`src/rtl/x25519_pkg.sv`:
```
// rtl/x25519_pkg.sv - shared field widths and constants for the X25519 reduction path
package x25519_pkg;

  // Canonical field element width (bit 255 of a residue is always zero).
  localparam int FIELD_W = 255;
  // Unreduced adder sum width.
  localparam int SUM_W = 264;
  // Width of a reduced field element as carried on buses.
  localparam int OUT_W = 256;
  // Bits of the sum that lie above the field width and must be folded down.
  localparam int HI_W = SUM_W - FIELD_W;

  // 2^255 == 19 (mod p), so anything above bit 254 folds back with weight 19.
  localparam int FOLD_CONST = 19;

  // p = 2^255 - 19
  localparam logic [OUT_W-1:0] P =
    256'h7fff_ffff_ffff_ffff_ffff_ffff_ffff_ffff_ffff_ffff_ffff_ffff_ffff_ffff_ffff_ffed;

  typedef logic [OUT_W-1:0] fe_t;

endpackage

```
`src/rtl/x25519_fold19.sv`:
```
// rtl/x25519_fold19.sv - combinational lo + 19*hi fold for reduction mod 2^255-19
module x25519_fold19
  import x25519_pkg::*;
#(
  parameter int N = 1
) (
  input  logic [N-1:0]       hi,
  input  logic [FIELD_W-1:0] lo,
  output logic [OUT_W-1:0]   sum
);

  // 19*hi needs at most N+5 bits (19 < 32).
  logic [N+4:0] hi_ext;
  logic [N+4:0] hi19;

  // Shift-and-add multiply by 19 = 16 + 2 + 1, then add the low part.
  always_comb begin
    hi_ext = (N+5)'(hi);
    hi19   = (hi_ext << 4) + (hi_ext << 1) + hi_ext;
    sum    = {1'b0, lo} + OUT_W'(hi19);
  end

endmodule

```
`src/rtl/x25519_reduce_sum.sv`:
```
// rtl/x25519_reduce_sum.sv - 3-stage pipelined reduction of a 264-bit sum to a canonical residue mod 2^255-19
module x25519_reduce_sum
  import x25519_pkg::*;
(
  input  logic             clk,
  input  logic             rst,
  input  logic             en,
  input  logic [SUM_W-1:0] a,
  output logic             out_valid,
  output fe_t              out
);

  // Stage 1: fold the 9 bits above 2^255 into the low part.
  fe_t  t_next;
  fe_t  t;
  logic v1;

  // Stage 2: fold the single possible carry bit at 2^255.
  fe_t  u_next;
  fe_t  u;
  logic v2;

  // Stage 3: one conditional subtract of p; u < p + 38 after two folds.
  logic [OUT_W:0] d;
  fe_t            r_next;

  x25519_fold19 #(
    .N(HI_W)
  ) fold_hi (
    .hi (a[SUM_W-1:FIELD_W]),
    .lo (a[FIELD_W-1:0]),
    .sum(t_next)
  );

  x25519_fold19 #(
    .N(1)
  ) fold_carry (
    .hi (t[OUT_W-1]),
    .lo (t[FIELD_W-1:0]),
    .sum(u_next)
  );

  // Borrow out of the 257-bit subtract means u < p and u is already canonical.
  always_comb begin
    d      = {1'b0, u} - {1'b0, P};
    r_next = d[OUT_W] ? u : d[OUT_W-1:0];
  end

  // Stage 1 register: first fold result and its valid bit.
  always_ff @(posedge clk) begin
    if (rst) begin
      v1 <= 1'b0;
      t  <= '0;
    end else begin
      v1 <= en;
      if (en) begin
        t <= t_next;
      end
    end
  end

  // Stage 2 register: second fold result and its valid bit.
  always_ff @(posedge clk) begin
    if (rst) begin
      v2 <= 1'b0;
      u  <= '0;
    end else begin
      v2 <= v1;
      if (v1) begin
        u <= u_next;
      end
    end
  end

  // Output register: canonical residue, held while no new result arrives.
  always_ff @(posedge clk) begin
    if (rst) begin
      out_valid <= 1'b0;
      out       <= '0;
    end else begin
      out_valid <= v2;
      if (v2) begin
        out <= r_next;
      end
    end
  end

endmodule

```
`config.mk`:
```
export PLATFORM = sky130hd
export DESIGN_NAME = x25519_reduce_sum
export DESIGN_NICKNAME = d
export VERILOG_FILES = /design/src/rtl/x25519_pkg.sv /design/src/rtl/x25519_fold19.sv /design/src/rtl/x25519_reduce_sum.sv
export SDC_FILE = /design/constraint.sdc
export NUM_CORES = 2
export LEC_CHECK = 0
export CORE_MARGIN = 3
export CORE_UTILIZATION = 40
export CTS_BUF_LIST = sky130_fd_sc_hd__clkbuf_2 sky130_fd_sc_hd__clkbuf_4 sky130_fd_sc_hd__clkbuf_8
export DETAILED_ROUTE_END_ITERATION = 10
export PLACE_DENSITY_LB_ADDON = 0.2
export SYNTH_ARGS = -nofsm -noshare
export SYNTH_HDL_FRONTEND = slang
export SYNTH_HIERARCHICAL = 1
export SYNTH_SLANG_ARGS = --single-unit
```
`constraint.sdc`:
```
create_clock -name clk -period 5.16 [get_ports clk]
set_input_delay 1.29 -clock clk [delete_from_list [all_inputs] [get_ports clk]]
set_output_delay 1.29 -clock clk [all_outputs]
set_load 0.02 [all_outputs]
```
==> results_dict.tcl <==
set metrics [dict create \
    synthArstFlopShare_pct 0 \
    setup_viol 0 \
    setup-tns-final_ps 0 \
    cp_max_fo 6 \
    instances_no_fill 9424 \
    drt_drc_violations_left 0 \
    p_leak_uw 0.0225 \
    period_needed_ps 5070 \
    worst_slew_pin_slew_ps 1280 \
    synth_nets 7121 \
    syn_to_final_growth_pct 25.7 \
    cpPeakStageDelay_ps 590 \
    cts_tree "done" \
    hold_viol 0 \
    total_power_uw 16000 \
    clk_latency_ps 940 \
    grt_max_degree 235 \
    cts.sinks 771 \
    final_cell_area_mm2 0.0656 \
    powerDensity_mw_per_mm2 244 \
    ff2ff_path_depth 7 \
    antenna_found_initial 7 \
    die_area_mm2 0.135 \
    cap_violations 0 \
    fp-row-count 131 \
    grt_pass1_wl_mm 405 \
    ioPinCount 524 \
    start_util_pct 40.6 \
    end_kind "flop" \
    track_usage_pct 40.5 \
    min_period_over_period_pct 98.3 \
    start_kind "primary input" \
    die_h_um 367 \
    reg2reg_from "u[48]" \
    syn_avg_cell_area_um2 7.67 \
    wl_per_cell_um 30.3 \
    r2r-end "out[201]" \
    routed_via_density 6.47 \
    clkTransAtPathRegs_ps 60 \
    h-tree-depth 4 \
    first_global_vias 54700 \
    status "finished, final reports clean" \
    postRouteAntennaNets 0 \
    required_ps 5980 \
    min_from "out[192]" \
    worstHoldEndpoint "out[192]" \
    synthFlopType "dfxtp_1" \
    cts_buffer_depth 3 \
    grt_overflow_total 0 \
    yosysUniqueCellTypes 88 \
    yosysWarnings 6 \
    synth-seq-area-share_pct 29.6 \
    io_buffers 523 \
    worstSetupPathType "primary input to flop" \
    r2r_slack_ps 820 \
    place_area_mm2 0.0623 \
    utilization_pct 51.1 \
    core_area_mm2 0.129 \
    report.final.slew_viol_count 0 \
    netlist_instances 6809 \
    die-width_um 367 \
    syn_area_mm2 0.0522 \
    synth_edf_count 0 \
    cts-root-buf "clkbuf_8" \
    drt-initial-drc-count 9534 \
    layout.nets 7885 \
    placedCellCount 9155 \
    wl_mm 286 \
    irDropWorstVdd_mv 0.155 \
    gp_congestion 1.08 \
    cts_buffers 141 \
    hpwl_mm 231 \
    holdCritPathClass "flop to flop" \
    relSlewSlack_pct 14.2 \
    cts_hold_buf 0 \
    ys_ff_latch 771 \
    rsz0062_at_grt "no" \
    dr.pass1.iters 8 \
    critPathArrivalTime_ps 5890 \
    cpMaxStageDelayCell "a211oi_1" \
    drive_gt1_share_pct 11.2 \
    max_freq_ghz 0.197 \
    num_vias 60900 \
    skew_ps 65.3 \
    cp_cell_sequence "clkdlybuf4s50_1, inv_1, fa_1, inv_1, ha_1, ha_1, fa_1, a211oi_1, o21ai_0, nand4b_1, a211oi_1, buf_4, and3_1, and3_1, xor2_1, mux2i_1, nor2_1" \
    holdPathStages 2 \
]
-- placed cells by master (no fill, tap or decap), types with 41 or more instances in the layout --
cell and count:
or3_1 107, nand2_1 484, nor2_1 1106, dfxtp_1 769, clkbuf_8 174, xor2_1 249, a311oi_1 150, o21ai_0 55
or4_1 149, clkdlybuf4s50_1 521, and4_1 112, and3_1 171, nand4_1 434, mux2i_1 514, clkbuf_4 41, nand3_1 486
nor3_1 284, xnor2_1 256, and2_1 74, buf_4 477, nor4_1 331, o31ai_1 96, inv_1 141
-- synth_stat cells, drive strengths merged (31+ instances only) --
library cell,number,area share [%]
mux2i,514,9.9
or2,31,0.37
xor2,249,4.2
nor3,288,2.8
or3,110,1.3
nand2,484,3.5
nor4,356,4.4
or4,156,2.3
nor2,1107,8.0
and3,171,2.0
clkbuf,331,2.4
nand3,488,4.7
and2,76,0.91
buf,75,0.58
inv,141,1.0
o21ai,57,0.55
and4,112,1.9
o31ai,98,1.4
dfxtp,771,30
a311oi,150,2.5
nand4,438,5.3
xnor2,257,4.3
-- power by group --
part	internal, uW	total, uW	switching, uW	leakage (uW)
sequential	6240	6780	535	0.00630
clock	3670	6610	2940	0.00167
combinational	1130	2600	1470	0.0146
-- worst max-delay path by stage --
stage / from / to / slack (ps) / cells after the start
2_1_floorplan: a[257] / t[250] / 20 / 14
3_3_place_gp: a[256] / t[222] / -1370 / 16
3_5_place_dp: a[257] / t[222] / -1440 / 16
4_1_cts: a[257] / t[246] / 0.8 / 17
5_1_grt: a[257] / t[222] / 9 / 17
6_report: a[256] / t[76] / 90 / 17
-- timing repair --
item,in CTS,in global routing
gates resized for setup,1,4
pin swaps,1,0
buffers inserted,2,2
setup endpoints to repair,5,18
-- logic make-up (layout without fill, tap and decap cells) --
family	after synthesis	after routing	share of synthesized area, %
other	0	10	0
buffers and inverters	548	1424	3.99
muxes	514	514	9.85
adders and majority gates	45	45	1.31
AOI/OAI and AO/OA	499	499	7.60
and+or+nand+nor	3926	3926	39.2
xor gates and xnor gates	506	506	8.50
DFF	771	771	29.6
-- final cells by class --
cell class                      count  area, um2
Sequential cell                   771      15400
Timing Repair Buffer             1027       9370
Antenna cell                       10       25.0
Fill cell                       12600      62900
Multi-Input combinational cell   5490      34900
Inverter                          142        534
Clock buffer                      215       2700
Tap cell                         1729       2160
Clock inverter                     40        492
-- state kept, by name, summed over array words and instances (netlist names) --
register	cells
out_valid	1
out	256
v1	1
v2	1
u	256
t	256
-- critical path, delay by kind of cell --
kind | cells | cell delay (ps)
xor+xnor | 1 | 440
compound gates | 3 | 1020
mux | 1 | 140
simple gates | 4 | 730
fa+ha+maj | 4 | 1460
buf+inv | 4 | 790
-- layer usage --
metal  GRT usage, %  vias up  share of wire, %
met5              0        -                 0
met4           17.3        0               4.8
met3           8.98      564                12
met2           54.8     4116                39
met1           60.5    29300                45
li1               -    27000                 -
-- through the flow --
stage,hold slack (ps),setup WS (ps)
after detailed placement,469,-1440
after CTS,483,0.846
after floorplan,455,16.3
final,478,90.1
after global routing,502,9.11
after global placement,468,-1370
Power figures use the tool's default switching activity.
